--- config.mk ---
export PLATFORM = sky130hd
export DESIGN_NAME = wb_master_arbiter
export DESIGN_NICKNAME = d
export VERILOG_FILES = /design/src/rtl/wb_master_arbiter.sv
export SDC_FILE = /design/constraint.sdc
export NUM_CORES = 1
export LEC_CHECK = 0
export ABC_AREA = 1
export CORE_AREA = 4 4 123 125
export DETAILED_ROUTE_END_ITERATION = 16
export DIE_AREA = 0 0 127 129
export PLACE_DENSITY = 0.76
export SYNTH_ARGS = -nofsm -noshare
export SYNTH_HDL_FRONTEND = slang
export SYNTH_SLANG_ARGS = --single-unit
--- constraint.sdc ---
create_clock -name i_clk -period 2.5 [get_ports i_clk]
set_input_delay 0.5 -clock i_clk [delete_from_list [all_inputs] [get_ports i_clk]]
set_output_delay 0.5 -clock i_clk [all_outputs]
set_load 0.02 [all_outputs]
--- src/rtl/wb_master_arbiter.sv ---
// wb_master_arbiter: round-robin two-master Wishbone arbiter with outstanding-transfer tracking and ack timeout abort
// Ports: i_clk/i_rst clock and sync reset; i_mN_*/o_mN_* master N Wishbone port (N = 0 CPU, 1 DMA);
//        o_s_*/i_s_* shared slave-side bus; o_grant one-hot owner; o_timeout abort pulse.
module wb_master_arbiter #(
    parameter int TIMEOUT = 1024,
    parameter int MAX_OUT = 7
) (
    input  logic        i_clk,
    input  logic        i_rst,
    input  logic        i_m0_cyc,
    input  logic        i_m0_stb,
    input  logic        i_m0_we,
    input  logic [31:0] i_m0_addr,
    input  logic [31:0] i_m0_data,
    input  logic [3:0]  i_m0_sel,
    output logic        o_m0_stall,
    output logic        o_m0_ack,
    output logic        o_m0_err,
    output logic [31:0] o_m0_data,
    input  logic        i_m1_cyc,
    input  logic        i_m1_stb,
    input  logic        i_m1_we,
    input  logic [31:0] i_m1_addr,
    input  logic [31:0] i_m1_data,
    input  logic [3:0]  i_m1_sel,
    output logic        o_m1_stall,
    output logic        o_m1_ack,
    output logic        o_m1_err,
    output logic [31:0] o_m1_data,
    output logic        o_s_cyc,
    output logic        o_s_stb,
    output logic        o_s_we,
    output logic [31:0] o_s_addr,
    output logic [31:0] o_s_data,
    output logic [3:0]  o_s_sel,
    input  logic        i_s_stall,
    input  logic        i_s_ack,
    input  logic [31:0] i_s_data,
    output logic [1:0]  o_grant,
    output logic        o_timeout
);
    typedef enum logic [1:0] {IDLE, OWN0, OWN1, ABORT} state_t;
    state_t      r_state;
    logic        r_last;
    logic [2:0]  r_out;
    logic [15:0] r_tcount;
    logic [1:0]  r_grant;
    logic        w_own, w_sel1, w_cyc, w_full, w_acc, w_ack, w_abort;
    logic [2:0]  w_out_next;
    logic [15:0] w_tnext;
    always_comb begin
        w_own      = (r_state == OWN0) || (r_state == OWN1);
        w_sel1     = r_state == OWN1;
        w_cyc      = w_sel1 ? i_m1_cyc : i_m0_cyc;
        w_full     = r_out == 3'(MAX_OUT);
        o_s_cyc    = w_own & w_cyc;
        o_s_stb    = w_own & (w_sel1 ? i_m1_stb : i_m0_stb) & (r_out < 3'(MAX_OUT));
        o_s_we     = w_own & (w_sel1 ? i_m1_we : i_m0_we);
        o_s_addr   = !w_own ? 32'd0 : w_sel1 ? i_m1_addr : i_m0_addr;
        o_s_data   = !w_own ? 32'd0 : w_sel1 ? i_m1_data : i_m0_data;
        o_s_sel    = !w_own ? 4'd0 : w_sel1 ? i_m1_sel : i_m0_sel;
        o_m0_stall = (r_state != OWN0) | i_s_stall | w_full;
        o_m1_stall = (r_state != OWN1) | i_s_stall | w_full;
        o_m0_ack   = (r_state == OWN0) & i_s_ack;
        o_m1_ack   = (r_state == OWN1) & i_s_ack;
        o_m0_err   = (r_state == ABORT) & !r_last;
        o_m1_err   = (r_state == ABORT) & r_last;
        o_m0_data  = i_s_data;
        o_m1_data  = i_s_data;
        o_timeout  = r_state == ABORT;
        o_grant    = r_grant;
        w_acc      = o_s_stb & !i_s_stall;
        // acks with nothing pending are ignored so the counter cannot wrap
        w_ack      = i_s_ack & (r_out != 3'd0);
        w_out_next = r_out + 3'(w_acc) - 3'(w_ack);
        w_tnext    = (i_s_ack || r_out == 3'd0) ? 16'd0 : r_tcount + 16'd1;
        // ack in the same cycle clears w_tnext, so the ack beats the abort
        w_abort    = w_tnext == 16'(TIMEOUT - 1);
    end
    always_ff @(posedge i_clk) begin
        if (i_rst) begin
            r_state  <= IDLE;
            r_last   <= 1'b1;
            r_out    <= 3'd0;
            r_tcount <= 16'd0;
            r_grant  <= 2'b00;
        end else begin
            r_out    <= 3'd0;
            r_tcount <= 16'd0;
            r_grant  <= 2'b00;
            case (r_state)
                IDLE: begin
                    if (i_m0_cyc && (!i_m1_cyc || r_last)) begin
                        r_state <= OWN0;
                        r_last  <= 1'b0;
                        r_grant <= 2'b01;
                    end else if (i_m1_cyc) begin
                        r_state <= OWN1;
                        r_last  <= 1'b1;
                        r_grant <= 2'b10;
                    end
                end
                OWN0, OWN1: begin
                    if (!w_cyc) r_state <= IDLE;
                    else if (w_abort) r_state <= ABORT;
                    else begin
                        r_out    <= w_out_next;
                        r_tcount <= w_tnext;
                        r_grant  <= r_grant;
                    end
                end
                default: r_state <= IDLE;
            endcase
        end
    end
endmodule

[After elaboration in Yosys (flattened, before gate mapping)]
Index checks and enable logic that the tools add are counted.
Operators by class
  mux-type cells: 22
  equal/unequal tests: 9
  reduce and logical (&&, ||, !) cells: 15
  add/sub/neg operators: 3
  bitwise logic cells: 16
  $lt $le $gt $ge: 1
Operators by type and width (number)
  32-bit 2-to-1 mux: 4
  16-bit by 1-bit adder with 16-bit output (second input constant): 1
  16-bit by 10-bit equality test with 1-bit output (second input constant): 1
  16-bit 2-to-1 mux: 1
  2-bit 2-to-1 mux: 8
  1-bit AND: 10
  4-bit 2-to-1 mux: 2
  2-bit one-hot mux with 2 select lines: 2
  3-bit inequality test (second input constant): 2
  1-bit 2-to-1 mux: 5
  2-bit equality test (second input constant): 2
  1-bit OR: 4
  2-bit AND reduction: 2
  4-bit OR reduction: 1
  3-bit by 1-bit adder with 3-bit output: 1
  3-bit equality test (second input constant): 1
  1-bit zero test: 3
  3-bit zero test: 1
  1-bit logical OR: 3
  3-bit < comparator (second input constant): 1
  3-bit nonzero test: 1
  3-bit by 1-bit subtractor with 3-bit output: 1
  2-bit by 1-bit equality test with 1-bit output (second input constant): 1
  2-bit zero test: 1
  6 further kinds: 7
Storage, ports and cells
  input port bits: 178
  logic and storage cells: 71
  register bits: 24
  output and inout port bits: 144

[Longest topological paths before layout]
Gate-level depths: netlist of run 1.
  depth after elaboration: 7
  depth in mapped cells: 14
  depth with buffers taken out: 14

[Worst setup path after synthesis of run 1]
No wires, ideal clock.
  kind: register to register
  start point: register r_state[0]
  end point: register r_out[2]
  setup time: 0.116 ns
  required time: 2.384 ns
  arrival time: 2.747 ns
  period minus slack after synthesis: 2.862 ns
  path buffers: 2
  cell stages (with the launch flop): 15
  setup slack: -0.362 ns
  cells stage by stage: dfxtp_1 inv_1 ha_1 buf_6 inv_2 clkbuf_1 nand2_1 a21oi_1 nand2_1 ha_1 inv_1 ha_1 fa_1 xor2_1 nor2_1
Between the ends
  cells in the longest elaborated chain, start to end: 7
  elaborated cells between the ends (all ways): 14
  classes of those cells: add/sub: 2; eq/ne: 2; mux: 2; bitwise: 5; reduce/logical: 3
RTL lines
  start: declaration: line 43  | state_t r_state;
  start signal: assignment: line 82  | r_state <= IDLE;
  start signal: assignment: line 94  | r_state <= OWN0;
  start signal: assignment: line 98  | r_state <= OWN1;
  2-bit equality test / 2-bit by 1-bit equality test with 1-bit output (equally long branches): line 52, 53
  1-bit 2-to-1 mux / 1-bit logical OR (equally long branches): line 57, 52
  1-bit AND (*) (2 in series): line 57  | o_s_stb = w_own & (w_sel1 ? i_m1_stb : i_m0_stb) & (r_out < 3'(MAX_OUT));
  net o_s_stb: line 31  | output logic o_s_stb,
  1-bit AND (*): line 72  | w_acc = o_s_stb & !i_s_stall;
  3-bit by 1-bit adder with 3-bit output (*): line 75  | w_out_next = r_out + 3'(w_acc) - 3'(w_ack);
  3-bit by 1-bit subtractor with 3-bit output (*): line 75
  end signal: assignment: line 107  | r_out <= w_out_next;
  end: declaration: line 45  | logic [2:0] r_out;
The timed path passes the listed nets; every way through them passes the cells marked *.
A chain may end at the register's enable or synchronous reset.

[Final worst setup path of run 1]
  start point: register r_state[1]
  end point: output o_s_addr[23]
Between the ends
  cells in the longest elaborated chain, start to end: 3
  elaborated cells between the ends (all ways): 5
  classes of those cells: eq/ne: 2; mux: 2; reduce/logical: 1
RTL lines
  2-bit equality test / 2-bit by 1-bit equality test with 1-bit output (equally long branches): line 52, 53
  32-bit 2-to-1 mux / 1-bit logical OR (equally long branches): line 59, 52
  32-bit 2-to-1 mux (*): line 59  | o_s_addr = !w_own ? 32'd0 : w_sel1 ? i_m1_addr : i_m0_addr;
  end: declaration: line 33  | output logic [31:0] o_s_addr,
Mark *: on every way between the ends. The rest lies on a longest branch, timed or not.

==> impl_metrics.py, run 1 <==
metrics = {
    "cells_and_area": {
        "design_area_mm2": 0.00523,
        "nNetsFinal": 875,
        "diodes": 0,
        "drive_above_1_share_pct": 11.2,
        "area_growth_pct": 73.3,
        "fin_util_pct": 37.6,
        "fin_cells": 867,
    },
    "route": {
        "routed_wl_mm": 14.5,
        "vias": 3787,
        "drt_iter0_drc": 205,
        "wl_per_cell_um": 16.7,
        "drc_errors": 0,
        "dr.pass1.iters": 4,
        "viasPerCell": 4.37,
        "ant_nets": 0,
    },
    "logic_synthesis": {
        "yosys.area.top_type": "nor2_1",
        "synth_nets": 713,
        "ys_top_cells_by_count": "168 x nor2_1, 74 x o21ai_0, 64 x buf_4, 51 x nand2_1, 37 x inv_1",
        "ys_seq_area_share_pct": 15.9,
        "ys_types": 29,
        "postSynthAreaPerCell_um2": 5.73,
        "synth_area_leaders": "nor2_1 21%, dfxtp_1 16%, buf_4 16%",
        "synth-main-ff-cell": "dfxtp_1",
        "ys_ff_latch": 24,
        "synth_top_cell_area_share_pct": 20.9,
        "ys_async_sr_fraction_pct": 0,
        "synth_edf_count": 0,
        "synthesis.area_mm2": 0.00301,
        "syn-instance-count": 526,
        "yosysWarningCount": 0,
        "post-synth-top-count-cell": "nor2_1",
    },
    "sta": {
        "rsz0062_at_grt": "no",
        "setup_ws_ps": 135,
        "setup_viol": 0,
        "setup_tns_ps": 0,
        "hold_viol": 0,
        "tightest_slew_ps": 375,
        "fmax_ghz": 0.423,
        "drv_slew": 0,
        "period_minus_slack_ps": 2370,
        "max_slew_margin_pct": 74.7,
        "fin_skew_ps": 2.27,
        "fin_crit_sh_pct": 94.6,
    },
    "worst_setup_path": {
        "slowest_delay_ps": 360,
        "crit_top_cell": "buf_12",
        "critical_path_class": "reg -> out",
        "path_max_fanout": 27,
        "crit_buf_inv": 4,
        "critPathSlowestCell": "dfxtp_4",
        "cp.arrival_ps": 1870,
        "critPathLaunchType": "flip-flop",
        "cp_top_family": "buffers and inverters",
        "critical_path_required_ps": 2000,
        "worstSetupEndpointType": "primary output",
        "path_cells": "inv_2 -> ha_4 -> buf_12 -> buf_12 -> o21ai_0 -> nor2_1 -> clkdlybuf4s15_1",
    },
    "placed_design": {
        "port-buffer-count": 225,
        "preCtsSetupSlack_ps": -26.6,
        "hpwl_mm": 12.2,
        "dp.cells": 859,
        "gp_congestion": 0.875,
        "postPlaceCellArea_mm2": 0.00514,
    },
    "floorplanning": {
        "start_util_pct": 21.7,
        "die_width_um": 127,
        "coreArea_mm2": 0.0139,
        "die_area_mm2": 0.0164,
        "die_h_um": 129,
        "num_rows": 43,
        "io_pins": 322,
    },
    "global_route": {
        "grt_pass1_vias": 3666,
        "grt.overflow.total": 0,
        "grt_pass1_wl_mm": 20.8,
        "antenna_found_initial": 0,
        "grt_start_max_net_pins": 29,
        "grt.total_usage_pct": 16.2,
    },
    "min_path": {
        "hold_path.class": "reg -> reg",
    },
    "clock_tree": {
        "tritoncts": "done",
        "cts_made_buffers": 3,
        "cts.clk_slew.worst_paths_ps": 60,
        "clock-root-buffer": "clkbuf_16",
        "h-tree-depth": 1,
        "clock_sinks": 24,
        "clock_path_buffers": 2,
        "insertion_delay_ps": 250,
    },
    "power_and_ir_drop": {
        "irDropWorstVdd_mv": 0.360,
        "p_leak_uw": 0.00234,
        "p_per_area_mw_per_mm2": 922,
    },
    "run_status": {
        "outcome": "finished, final reports clean",
    },
    "flow_run": {
        "maxCapViolCount": 0,
    },
}
-- final timing paths --
| kind | startpoint | end | slack, ps | cells past startpoint |
|---|---|---|---|---|
| hold / removal | r_tcount[0] | r_tcount[0] | 460 | 1 |
| setup / recovery | r_state[1] | o_s_addr[23] | 130 | 7 |
| hold reg to reg | r_tcount[0] | r_tcount[0] | 460 | 1 |
| setup reg to reg | r_state[1] | r_out[1] | 140 | 12 |
-- per-stage QoR --
step                      hold WS [ps]  power (uW)
after floorplan                    430        2560
after global placement             445        4730
after detailed placement           458        4700
after CTS                          472        4820
after global routing               506        5220
final                              463        4820
-- cell usage in the layout (no fill, tap or decap) --
| cell | n |
|---|---|
| nor2_1 | 168 |
| nand3_2 | 3 |
| o21bai_1 | 3 |
| a21oi_1 | 3 |
| nor2_4 | 3 |
| ha_1 | 6 |
| a21boi_0 | 1 |
| dlygate4sd2_1 | 53 |
| xor2_1 | 1 |
| buf_4 | 23 |
| o21bai_2 | 1 |
| fa_2 | 1 |
| clkbuf_8 | 1 |
| inv_2 | 3 |
| nor3_1 | 4 |
| ha_4 | 2 |
| a21oi_4 | 1 |
| buf_6 | 1 |
| nand3_1 | 25 |
| clkbuf_16 | 3 |
| clkdlybuf4s50_1 | 154 |
| o21ai_0 | 74 |
| nand2_4 | 1 |
| dfxtp_2 | 1 |
| o21ai_1 | 2 |
| nand3_4 | 1 |
| nand2_2 | 5 |
| inv_1 | 35 |
| dfxtp_1 | 22 |
| buf_12 | 12 |
| nand2_1 | 51 |
| inv_6 | 1 |
| nor2_2 | 11 |
| dfxtp_4 | 1 |
| a21oi_2 | 2 |
| clkdlybuf4s15_1 | 2 |
| nand4_1 | 6 |
-- final cells by class --
cell class | count | area [um^2]
fill | 1463 | 8660
timing repair buffer | 245 | 2450
multi-input combinational | 375 | 1820
sequential | 24 | 485
tap | 180 | 225
inverter | 39 | 151
clock buffer | 4 | 88.8
-- cell families after synthesis --
| logic type | share of synthesized area [%] |
|---|---|
| and+or+nand+nor | 39.7 |
| buffers and inverters | 24.8 |
| AOI/OAI and AO/OA | 15.2 |
| DFF | 15.9 |
| adders and majority gates | 3.99 |
| xor gates and xnor gates | 0.291 |
-- metal layers --
layer	up-vias	global-route usage, %	part of all wire (%)
met2	203	25.3	45
li1	1925	-	-
met3	25	8.76	14
met5	-	0	0
met1	1634	19.9	39
met4	0	3.22	2.0
-- power by group --
part | leakage (uW) | total (uW) | internal, uW | switching (uW)
registers | 0.000195 | 445 | 419 | 25.2
clock network | 0.0000442 | 369 | 244 | 125
logic | 0.00210 | 4000 | 1630 | 2370
total | 0.00234 | 4820 | 2300 | 2520
-- registers in the layout, summed over array words and instances (netlist names) --
signal and flops:
r_out 3, r_tcount 16, r_state 2, o_grant 2
r_last 1
-- worst register-to-register path, delay by kind of cell (launching register included) --
kind | cells | cell delay (ps)
buf+inv | 4 | 270
flops | 1 | 360
simple gates | 3 | 250
fa+ha+maj | 4 | 1270
compound gates | 1 | 130
-- what timing repair did --
item,CTS,global route
pin swaps,0,2
setup buffers,0,4
gates resized for setup,60,6
setup endpoints to repair,57,13
hold buffers,0,0
(Power assumes the default switching activity.)
==> inputs of run 2 (changes only) <==
SLEW_MARGIN = 40   (was default)
==> results of run 2 <==
The final DEF is identical to that of run 1; final timing and power are the same.
